--- config.mk ---
export PLATFORM = sky130hd
export DESIGN_NAME = block_ram_fifo_ctrl
export DESIGN_NICKNAME = d
export VERILOG_FILES = /design/src/rtl/block_ram_fifo_ctrl.sv
export SDC_FILE = /design/constraint.sdc
export NUM_CORES = 1
export LEC_CHECK = 0
export ABC_CLOCK_PERIOD_IN_PS = 2800
export CORE_UTILIZATION = 40
export DETAILED_ROUTE_END_ITERATION = 16
export DONT_BUFFER_PORTS = 1
export SYNTH_ARGS = -nofsm -noshare
export SYNTH_HDL_FRONTEND = slang
export SYNTH_SLANG_ARGS = --single-unit
--- constraint.sdc ---
create_clock -name clk -period 2.8 [get_ports clk]
set_input_delay 0.42 -clock clk [delete_from_list [all_inputs] [get_ports clk]]
set_output_delay 0.42 -clock clk [all_outputs]
set_load 0.05 [all_outputs]
--- src/rtl/block_ram_fifo_ctrl.sv ---
// FIFO controller that wraps one external single-port, 1-cycle-latency block RAM.
// A one-entry output register hides the RAM read latency and holds deqData under back-pressure.
module block_ram_fifo_ctrl #(
    parameter int unsigned DATA_WIDTH  = 32,
    parameter int unsigned INDEX_WIDTH = 4
) (
    input  logic                   clk,
    input  logic                   rst,
    input  logic                   enqValid,
    output logic                   enqReady,
    input  logic [DATA_WIDTH-1:0]  enqData,
    output logic                   deqValid,
    input  logic                   deqReady,
    output logic [DATA_WIDTH-1:0]  deqData,
    output logic [INDEX_WIDTH-1:0] ramIndex,
    output logic [DATA_WIDTH-1:0]  ramWriteValue,
    output logic                   ramWriteEnable,
    input  logic [DATA_WIDTH-1:0]  ramReadValue,
    output logic [INDEX_WIDTH:0]   count
);

    localparam int unsigned EntryCount = 1 << INDEX_WIDTH;
    localparam logic [INDEX_WIDTH:0]   FullCount = (INDEX_WIDTH + 1)'(EntryCount);
    localparam logic [INDEX_WIDTH-1:0] PtrInc    = INDEX_WIDTH'(1);
    localparam logic [INDEX_WIDTH:0]   CountInc  = (INDEX_WIDTH + 1)'(1);

    logic [INDEX_WIDTH-1:0] head_ptr_q, head_ptr_d;
    logic [INDEX_WIDTH-1:0] tail_ptr_q, tail_ptr_d;
    logic [INDEX_WIDTH:0]   ram_count_q, ram_count_d;
    logic                   out_valid_q, out_valid_d;
    logic [DATA_WIDTH-1:0]  out_data_q, out_data_d;
    logic                   read_in_flight_q, read_in_flight_d;

    logic enq_fire;
    logic deq_fire;
    logic slot_free;
    logic bypass;
    logic ram_write;
    logic ram_read;

    always_comb begin
        enqReady  = !rst && (ram_count_q < FullCount);
        deqValid  = out_valid_q;
        deqData   = out_data_q;
        enq_fire  = enqValid && enqReady;
        deq_fire  = out_valid_q && deqReady;
        slot_free = !read_in_flight_q && (!out_valid_q || deq_fire);
        // Bypass only when nothing older sits in the RAM or is on its way out of it.
        bypass    = enq_fire && (ram_count_q == '0) && slot_free;
        ram_write = enq_fire && !bypass;
        ram_read  = !ram_write && (ram_count_q != '0) && slot_free;

        ramWriteEnable = ram_write;
        ramWriteValue  = enqData;
        ramIndex       = ram_write ? tail_ptr_q : head_ptr_q;

        count = ram_count_q
              + {{INDEX_WIDTH{1'b0}}, out_valid_q}
              + {{INDEX_WIDTH{1'b0}}, read_in_flight_q};
    end

    always_comb begin
        head_ptr_d       = head_ptr_q;
        tail_ptr_d       = tail_ptr_q;
        ram_count_d      = ram_count_q;
        out_valid_d      = out_valid_q;
        out_data_d       = out_data_q;
        read_in_flight_d = ram_read;

        if (ram_write) begin
            tail_ptr_d  = tail_ptr_q + PtrInc;
            ram_count_d = ram_count_q + CountInc;
        end else if (ram_read) begin
            head_ptr_d  = head_ptr_q + PtrInc;
            ram_count_d = ram_count_q - CountInc;
        end

        if (read_in_flight_q) begin
            out_valid_d = 1'b1;
            out_data_d  = ramReadValue;
        end else if (bypass) begin
            out_valid_d = 1'b1;
            out_data_d  = enqData;
        end else if (deq_fire) begin
            out_valid_d = 1'b0;
        end
    end

    always_ff @(posedge clk) begin
        if (rst) begin
            head_ptr_q       <= '0;
            tail_ptr_q       <= '0;
            ram_count_q      <= '0;
            out_valid_q      <= 1'b0;
            out_data_q       <= '0;
            read_in_flight_q <= 1'b0;
        end else begin
            head_ptr_q       <= head_ptr_d;
            tail_ptr_q       <= tail_ptr_d;
            ram_count_q      <= ram_count_d;
            out_valid_q      <= out_valid_d;
            out_data_q       <= out_data_d;
            read_in_flight_q <= read_in_flight_d;
        end
    end

endmodule

==> results of run 1 <==
==> kinds of logic (layout without fill, tap and decap cells) <==
| family | Yosys count | after routing |
|---|---|---|
| xor+xnor | 11 | 11 |
| fa+ha+maj | 9 | 9 |
| simple gates | 134 | 135 |
| flops | 47 | 47 |
| compound gates | 44 | 44 |
| mux | 7 | 7 |
| buf+inv | 60 | 25 |
==> power groups by stage <==
stage,clock (uW),sequential (uW),combinational [uW]
after CTS,500,1620,1250
final,479,1620,1240
after floorplan,0,1600,1170
after global placement,0,1640,1210
after detailed placement,0,1640,1250
after global routing,531,1660,1390
==> placed cells by master (no fill, tap or decap), types with 2 or more instances in the layout <==
cell type / count
nor3_1: 2
xnor2_1: 4
or3_1: 2
nand3_1: 6
ha_1: 7
nor2_2: 2
mux2_2: 4
nor2_1: 44
dfxtp_1: 46
mux2i_1: 3
a21oi_1: 5
o21ai_0: 2
nand2_1: 68
inv_1: 7
clkbuf_8: 5
xor2_1: 6
a311oi_1: 32
nand4_1: 2
a211oi_1: 2
buf_4: 10
fa_1: 2
==> how the worst max path moves through the flow <==
stage / startpoint / end / slack (ps) / cells past startpoint
floorplan: ram_count_q[4] / ram_count_q[4] / 50 / 9
global placement: ram_count_q[4] / ram_count_q[4] / 230 / 9
detailed placement: ram_count_q[4] / ram_count_q[4] / 110 / 9
CTS: ram_count_q[4] / ram_count_q[4] / 90 / 9
finish: ram_count_q[2] / ram_count_q[4] / 210 / 9
global route: ram_count_q[2] / ram_count_q[4] / 20 / 9
==> area by class of cell <==
cell class / count / area [um2] / share of cell area [%]
clock buffer: 6 / 72.6 / 2.90
clock inverter: 1 / 30.0 / 1.20
inverter: 8 / 30.0 / 1.20
multi-input combinational: 206 / 1260 / 50.3
sequential: 47 / 942 / 37.6
tap: 75 / 93.8 / 3.75
timing repair buffer: 10 / 75.1 / 3.00
==> Yosys cell counts, drive strengths merged (4+ instances only) <==
library cell / n
nand2: 68
dfxtp: 47
nor2: 46
buf: 39
a311oi: 32
clkbuf: 13
inv: 8
ha: 7
nand3: 7
xor2: 6
a21oi: 5
xnor2: 5
mux2: 4
==> sequential cells by signal (all words and copies together) (netlist names) <==
signal / cells
tail_ptr_q: 4
read_in_flight_q: 1
deqData: 32
ram_count_q: 5
head_ptr_q: 4
deqValid: 1
==> stage by stage <==
step                util, %  power (uW)  std cells
floorplan                 -        2770        312
global placement       39.5        2850        345
CTS                    41.2        3370        352
global route           41.3        3570        353
detailed placement     39.5        2890        345
finish                 41.3        3340        353
==> critical path: stages (launching register included) <==
cell and delay, ps:
dfxtp_1 510, nor4_4 100, and4_2 290, nor2_4 440
inv_1 200, ha_1 350, a21o_1 160, a21oi_1 190
a211oi_1 100, nor3_1 170
==> per-layer routing <==
layer | global-route usage [%] | vias to the layer above | wire (um)
met1 | 19.0 | 948 | 2480
met3 | 6.15 | 9 | 510
li1 | - | 959 | -
met5 | 0 | - | 0
met4 | 5.79 | 0 | 79
met2 | 28.3 | 86 | 2840
==> summary.md, run 1 <==
| Metric | Value |
|---|---|
| Slew of the pin with the lowest slew margin | 545 ps |
| Vias | 2002 |
| Setup Skew | 4.49 ps |
| Dpl hpwl | 4210 um |
| Hold Path Cell Cnt | 1 |
| Post-Synthesis Cell Area | 2580 um2 |
| Drt total wl | 5910 um |
| Switching component of the power | 1750 uW |
| Inserted Diodes | 0 |
| Power per cell area | 1330 nW/um2 |
| Outcome | completed |
| Routability Congestion | 0.759 |
| Mapped Cells | 312 |
| DR iter-0 viols | 64 |
| Antenna Nets Post-Route | 0 |
| Total track usage | 16.6% |
| Min-delay src | rst |
| Max Root-Sink Buffers | 2 |
| Most used DFF post-synth | dfxtp_1 |
| Multiplexer area fraction after synthesis | 2.91% |
| Max cap viols | 0 |
| Ports | 144 |
| Largest net degree at the start of global routing | 50 |
| # rows | 28 |
| WL/cell | 16.7 um |
| Hold buffer count at cts | 0 |
| Yosys cell types | 34 |
| Sequential power share | 48.5% |
| Comb power frac | 37.2% |
| Initial antenna violation count | 0 |
| Unrepaired setup endpoints after global routing | no |
| CTS tree | built |
| Total negative slack | 0 ps |
| Skew-Pair Late Insertion Delay | 290 ps |
| Layout Cell Area excl Fill | 2500 um2 |
| Post-layout net count | 355 |
| Total grt overflow | 0 |
| Crit share post-route | 92.4% |
| Int Pwr | 1590 uW |
| R2R depth | 9 |
| Fill cells | 625 |
| First-pass GRT wire length | 8450 um |
| Drt pass-1 iters | 4 |
| Number of clock sinks | 47 |
| Arrival @ worst endpoint | 2810 ps |
| Clk pwr share | 14.3% |
| Synth async-reset ratio | 0% |
| Clk slew on worst S/H paths | 80 ps |
| Setup Buffers After CTS | 0 |
| Syn Nets | 389 |
| Largest family of logic cells by synthesized area | simple AND/OR/NAND/NOR gates |
| CTS Buf Count | 5 |
| Worst Hold End | tail_ptr_q[1] |
| Crit end category | flip-flop |
| Total die area | 6770 um2 |
| Setup ws final | 212 ps |
| Leak Pwr | 0.000940 uW |
| Setup CP Type | flip-flop to flip-flop |
| Die Wd | 82.3 um |
| Final Max Tran Viols | 0 |
| Top cell type's share of synthesized area | 36.5% |
| Post-route DRC | 0 |
| Min-delay worst type | input port to flip-flop |
| R2r setup slk | 210 ps |
| Top cells by area, synth | dfxtp_1, a311oi_1, nand2_1 |
| Initial Util | 42.5% |
| Startpoint Class | flip-flop |
| Setup violators final | 0 |
| Maximum vdd drop | 0.000743 V |
| Max-slew headroom | 63.6% |
| Crit-path max FO | 7 |
| CTS-repair resized insts | 0 |
| Clock tree root buffer cell | clkbuf_8 |
| Area of placed instances | 2390 um2 |
| Syn-to-layout area delta | -2.82% |
| Port buffer count | 0 |
| Sequential share of the synthesized area | 36.5% |
| Final count of hold timing violations | 0 |
| Place WS | 110 ps |
| EDFF count, synth | 0 |
| Largest area contributor in the netlist | dfxtp_1 |
| YS warnings | 0 |
| Vias in the first global route | 1728 |
| FMAX | 386 MHz |
| Synth Area in XOR/XNOR | 3.74% |
| Layout cells sized above 1 | 11.2% |
| Synth Area in Simple Gates | 22.9% |
| Worst r2r dst | ram_count_q[4] |
| Critical R2R Launch | ram_count_q[2] |
| WP data required | 3020 ps |
| Number of synthesized register bits | 47 |
| Minimum clock period after layout | 2590 ps |
| Die Y | 82.3 um |
| Syn avg cell area | 8.26 um2 |
| Core ar. | 6060 um2 |
| H-tree depth | 2 |
| Switch share | 52.4% |
| Post-synthesis adder-cell area fraction | 4.95% |
| Final hold slack | 183 ps |
| Via-per-instance ratio | 5.67 |
| Synth Area in Compound Gates | 13.8% |
No activity file was read; power rests on OpenSTA's default activity.
==> inputs of run 2 (changes only) <==
--- a/config.mk
+++ b/config.mk
@@ -5,10 +5,11 @@
 export SDC_FILE = /design/constraint.sdc
 export NUM_CORES = 1
 export LEC_CHECK = 0
-export ABC_CLOCK_PERIOD_IN_PS = 2800
+export ABC_CLOCK_PERIOD_IN_PS = 2400
 export CORE_UTILIZATION = 40
 export DETAILED_ROUTE_END_ITERATION = 16
 export DONT_BUFFER_PORTS = 1
+export RECOVER_POWER = 100
 export SYNTH_ARGS = -nofsm -noshare
 export SYNTH_HDL_FRONTEND = slang
 export SYNTH_SLANG_ARGS = --single-unit
==> constraint.sdc (replaced) <==
create_clock -name clk -period 2.4 [get_ports clk]
set_input_delay 0.36 -clock clk [delete_from_list [all_inputs] [get_ports clk]]
set_output_delay 0.36 -clock clk [all_outputs]
set_load 0.05 [all_outputs]
==> run 2 against run 1 <==
Effect of this change:
- clock power up 43%
- combinational power grew 25%
- first-iteration DRC count grew 25%
- critical path depth fell by 2
- cell area up 4.1%
- clock-buffer cell count unchanged
- register-to-register slack lost 30 ps
- critical endpoint is now count[4]
==> summary.md, run 2 (synthesis gave the netlist of run 1 again) <==
| Metric | Value |
|---|---|
| Largest net degree at the start of global routing | 57 (+14%) |
| Hold buffer count at cts | 0 (unchanged) |
| Crit-path max FO | 12 (+5) |
| Placed Cells | 350 (+1.4%) |
| Number of clock sinks | 47 (unchanged) |
| Max reg flops | 32 (unchanged) |
| Total track usage | 15.9% (-0.71 points) |
| Initial antenna violation count | 0 (unchanged) |
| Startpoint Class | flip-flop |
| Setup violators final | 0 (unchanged) |
| Final count of hold timing violations | 0 (unchanged) |
| Via-per-instance ratio | 5.51 (-2.9%) |
| Drt pass-1 iters | 4 (unchanged) |
| DR iter-0 viols | 80 (+25%) |
| WL/cell | 15.8 um (-5.4%) |
| Maximum vdd drop | 0.000922 V (+24%) |
| Arrival @ worst endpoint | 1910 ps (-900 ps) |
| H-tree depth | 2 (unchanged) |
| Area of placed instances | 2530 um2 (+5.7%) |
| Post-route DRC | 0 (unchanged) |
| Layout Cell Area excl Fill | 2610 um2 (+4.1%) |
| # rows | 28 (unchanged) |
| Antenna Nets Post-Route | 0 (unchanged) |
| Final core occ | 43.0% (+1.7 points) |
| Clk slew on worst S/H paths | 90 ps (about the same) |
| FMAX | 441 MHz |
| CTS Buf Count | 5 (unchanged) |
| Initial Util | 42.5% (unchanged) |
| Die Wd | 82.3 um (unchanged) |
| Power per cell area | 1580 nW/um2 (+18%) |
| Leak Pwr | 0.000981 uW (+4.3%) |
| Skew-Pair Late Insertion Delay | 300 ps (about the same) |
| Max-slew headroom | 51.1% (-13 points) |
| Drt total wl | 5670 um (-4.1%) |
| Slew of the pin with the lowest slew margin | 734 ps (+189 ps) |
| CTS tree | built |
| Dpl hpwl | 4020 um (-4.5%) |
| Post-layout net count | 359 (+1.1%) |
| Setup CP Type | flip-flop to output port |
| Ports | 144 (unchanged) |
| First-pass GRT wire length | 8150 um (-3.5%) |
| Inserted Diodes | 0 (unchanged) |
| Max cap viols | 0 (unchanged) |
| Layout cells sized above 1 | 11.7% (+0.51 points) |
| Clock tree root buffer cell | clkbuf_8 |
| Most common cell after layout, fill and taps aside | nand2_1 |
| Syn-to-layout area delta | 1.17% |
| Vias | 1972 (-1.5%) |
| Core ar. | 6060 um2 (unchanged) |
| Routability Congestion | 0.803 (+5.8%) |
| Die Y | 82.3 um (unchanged) |
| Commonest non-fill, non-tap cells in the layout | nand2_1, nor2_1, dfxtp_1 |
| Crit share post-route | 94.4% |
| Final hold slack | 118 ps (-64.8 ps) |
| Max Root-Sink Buffers | 2 (unchanged) |
| Outcome | completed |
| Finished Layout Cells | 358 (+1.4%) |
| Vias in the first global route | 1722 (-0.35%) |
| Setup Skew | 3.34 ps (-1.15 ps) |
| Unrepaired setup endpoints after global routing | no |
| Crit end category | output port |
| Port buffer count | 0 (unchanged) |
| WP data required | 2040 ps (-980 ps) |
| Min-delay worst type | input port to flip-flop |
| Total grt overflow | 0 (unchanged) |
| Final Max Tran Viols | 0 (unchanged) |
| Minimum clock period after layout | 2270 ps |
| Total die area | 6770 um2 (unchanged) |
run 2: final timing paths:
| path | slack [ps] | cells after the start | end | from |
|---|---|---|---|---|
| max | 130 | 7 | count[4] | read_in_flight_q |
| min | 120 | 1 | deqData[22] | rst |
| max reg2reg | 180 | 9 | ram_count_q[4] | ram_count_q[4] |
| min reg2reg | 490 | 2 | head_ptr_q[3] | head_ptr_q[3] |
run 2: layout make-up:
cell class,count,area (um2)
Clock buffer,6,72.6
Clock inverter,2,60.1
Fill cell,614,3450
Inverter,8,30.0
Multi-Input combinational cell,205,1260
Sequential cell,47,948
Tap cell,75,93.8
Timing Repair Buffer,15,136
run 2: metrics by stage:
| step | total power, uW | TNS, ps | worst slack (ps) |
|---|---|---|---|
| floorplan | 3260 | -359 | -186 |
| global placement | 3500 | 0 | 238 |
| detailed placement | 3530 | 0 | 178 |
| CTS | 4240 | 0 | 27.0 |
| global route | 4390 | 0 | 13.3 |
| finish | 4120 | 0 | 134 |
run 2: repair_timing:
item                                   4_1_cts  5_1_grt
resized for setup                            2        5
endpoints found under the hold margin        0        0
buffers inserted                             0        0
setup endpoints to repair                    1        2
cloned                                       0        0
run 2: power by group:
group          total [uW]  switching (uW)  internal, uW
clock network         687             271           416
registers            1880             842          1040
logic                1550             960           591
total                4120            2070          2050
run 2: layer usage:
layer / global-route usage [%] / wire, um / share of wire, % / up-vias
met5: 0 / 0 / 0 / -
met4: 4.21 / 61 / 1.1 / 0
met3: 6.70 / 484 / 8.5 / 4
met2: 27.5 / 2700 / 48 / 90
met1: 17.9 / 2420 / 43 / 910
li1: - / - / - / 968
run 2: worst max-delay path, cell delays in order, from the launching register on:
cell     delay (ps)
dfxtp_4         370
inv_2           100
fa_1            370
inv_1            80
ha_2            190
nand3_2         130
xnor2_4         170
buf_4           210
==> inputs of run 3 (changes only) <==
--- a/config.mk
+++ b/config.mk
@@ -6,10 +6,12 @@
 export NUM_CORES = 1
 export LEC_CHECK = 0
 export ABC_CLOCK_PERIOD_IN_PS = 2400
-export CORE_UTILIZATION = 40
+export CORE_UTILIZATION = 63
 export DETAILED_ROUTE_END_ITERATION = 16
 export DONT_BUFFER_PORTS = 1
+export PLACE_DENSITY = 0.79
 export RECOVER_POWER = 100
+export SLEW_MARGIN = 10
 export SYNTH_ARGS = -nofsm -noshare
 export SYNTH_HDL_FRONTEND = slang
 export SYNTH_SLANG_ARGS = --single-unit
==> run 3 against run 2 <==
Effect of this change:
- utilization is 24 points higher
- sequential share of layout area is 0.55 points higher
- first-iteration DRC count is 25% higher
- clock skew is 7.1 ps higher
- clock power is 32% lower
- register-to-register slack worse by 40 ps
- fmax is 2.9% lower
- clock-buffer cell count stayed put
- sequential power hardly changed
- largest cell class unchanged
- highest routed layer unchanged
==> summary.md, run 3 (synthesis gave the netlist of run 1 again) <==
| Metric | Value |
|---|---|
| Max reg flops | 32 (unchanged) |
| Setup ws final | 67.8 ps (-66.5 ps) |
| Drt total wl | 5660 um (-0.14%) |
| Commonest non-fill, non-tap cells in the layout | nand2_1, nor2_1, dfxtp_1 |
| Drt pass-1 iters | 4 (unchanged) |
| CTS tree | built |
| Finished Layout Cells | 333 (-7.0%) |
| CTS Buf Count | 5 (unchanged) |
| Max cap viols | 0 (unchanged) |
| First-pass GRT wire length | 8190 um (+0.52%) |
| Port buffer count | 0 (unchanged) |
| Syn-to-layout area delta | -0.729% |
| Setup CP Type | flip-flop to output port |
| Vias in the first global route | 1801 (+4.6%) |
| Die Y | 65.9 um (-20%) |
| Vias | 2066 (+4.8%) |
| Ports | 144 (unchanged) |
| Total grt overflow | 0 (unchanged) |
| Leak Pwr | 0.000963 uW (-1.8%) |
| Clock tree root buffer cell | clkbuf_8 |
| Min-delay worst type | input port to flip-flop |
| Crit path max-delay family | simple AND/OR/NAND/NOR gates |
| WL/cell | 17.0 um (+7.4%) |
| Final count of hold timing violations | 0 (unchanged) |
| Inserted Diodes | 0 (unchanged) |
| Layout cells sized above 1 | 13.3% (+1.7 points) |
| WP data required | 2040 ps (about the same) |
| Arrival @ worst endpoint | 1970 ps (+60 ps) |
| Total die area | 4350 um2 (-36%) |
| Dpl hpwl | 3900 um (-3.0%) |
| Worst path bufs/invs | 1 (-2) |
| # rows | 22 (-21%) |
| Crit share post-route | 97.2% (+2.8 points) |
| Antenna Nets Post-Route | 0 (unchanged) |
| Largest net degree at the start of global routing | 50 (-12%) |
| Place WS | 162 ps (-15.6 ps) |
| Max Root-Sink Buffers | 2 (unchanged) |
| Startpoint Class | flip-flop |
| Slew of the pin with the lowest slew margin | 611 ps (-123 ps) |
| Number of clock sinks | 47 (unchanged) |
| Setup violators final | 0 (unchanged) |
| Final core occ | 67.3% (+24 points) |
| Post-layout net count | 361 (+0.56%) |
| Via-per-instance ratio | 6.20 (+13%) |
| Maximum vdd drop | 0.000792 V (-14%) |
| Worst-path cell chain | nor4_4 > and4_4 > nor2_4 > buf_8 > mux2_4 |
| Critical path's slowest cell | mux2_4 |
| Most common cell after layout, fill and taps aside | nand2_1 |
| Initial Util | 67.8% (+25 points) |
| Placed Cells | 325 (-7.1%) |
| Die Wd | 65.9 um (-20%) |
| Clk slew on worst S/H paths | 90 ps (about the same) |
| Setup Skew | 10.4 ps (+7.06 ps) |
| FMAX | 429 MHz (-2.9%) |
| Outcome | completed |
| CP max stage delay | 400 ps (+30 ps) |
| Core ar. | 3800 um2 (-37%) |
| Routability Congestion | 0.812 (+1.1%) |
| Crit-path max FO | 7 (-5) |
| H-tree depth | 2 (unchanged) |
| Skew-Pair Late Insertion Delay | 300 ps (about the same) |
| Max-slew headroom | 59.5% (+8.4 points) |
| Power per cell area | 1550 nW/um2 (-2.0%) |
| Final Max Tran Viols | 0 (unchanged) |
| Fill cells | 315 (-49%) |
| Minimum clock period after layout | 2330 ps (+66.5 ps) |
| Initial antenna violation count | 0 (unchanged) |
| Post-route DRC | 0 (unchanged) |
| Total track usage | 24.7% (+8.8 points) |
| DR iter-0 viols | 100 (+25%) |
| Crit end category | output port |
[run 3: final cells by class]
type	count	area [um2]	share of cell area (%)
inverter	8	30.0	1.17
clock buffer	6	72.6	2.84
tap	48	60.1	2.35
sequential	47	945	36.9
timing repair buffer	17	153	5.97
clock inverter	2	12.5	0.489
multi-input combinational	205	1280	50.2
[run 3: worst paths after layout]
path,start,depth (start not counted),endpoint,slack (ps)
hold reg to reg,head_ptr_q[3],2,head_ptr_q[3],500
hold / removal,rst,1,tail_ptr_q[1],110
setup / recovery,ram_count_q[4],5,ramIndex[3],70
setup reg to reg,ram_count_q[4],9,ram_count_q[4],140
[run 3: repair_timing]
action                     in CTS  in global routing
hold buffers                    0                  0
gates resized for setup         4                  8
pin swaps                       0                  2
buffers inserted                0                  0
setup endpoints to repair       5                  6
[run 3: stage by stage]
step                hold WS [ps]  power [uW]  instance area (um2)  TNS (ps)
floorplan                    456        3260                 2620      -359
global placement             435        3540                 2510         0
detailed placement           435        3600                 2510         0
CTS                          113        4080                 2610     -18.0
global route                 104        4170                 2560     -32.2
finish                       111        3960                 2560         0
[run 3: power breakdown]
group / internal, uW / switching, uW / total, uW
sequential: 1040 / 838 / 1870
combinational: 621 / 998 / 1620
clock: 204 / 265 / 469
total: 1860 / 2100 / 3960
[run 3: worst reg2reg max path: stages (launching register included)]
cell	delay [ps]
dfxtp_1	350
nor4_4	370
and4_4	300
nor2_4	70
fa_1	460
inv_1	70
a21o_1	120
a21oi_1	100
a211oi_1	250
nor3_1	70
[run 3: routing by layer]
metal	vias to the layer above	share of wire [%]	GRT usage [%]
met2	110	48	42.1
li1	972	-	-
met3	9	8.6	7.59
met4	0	1.6	8.24
met5	-	0	0
met1	975	42	29.3
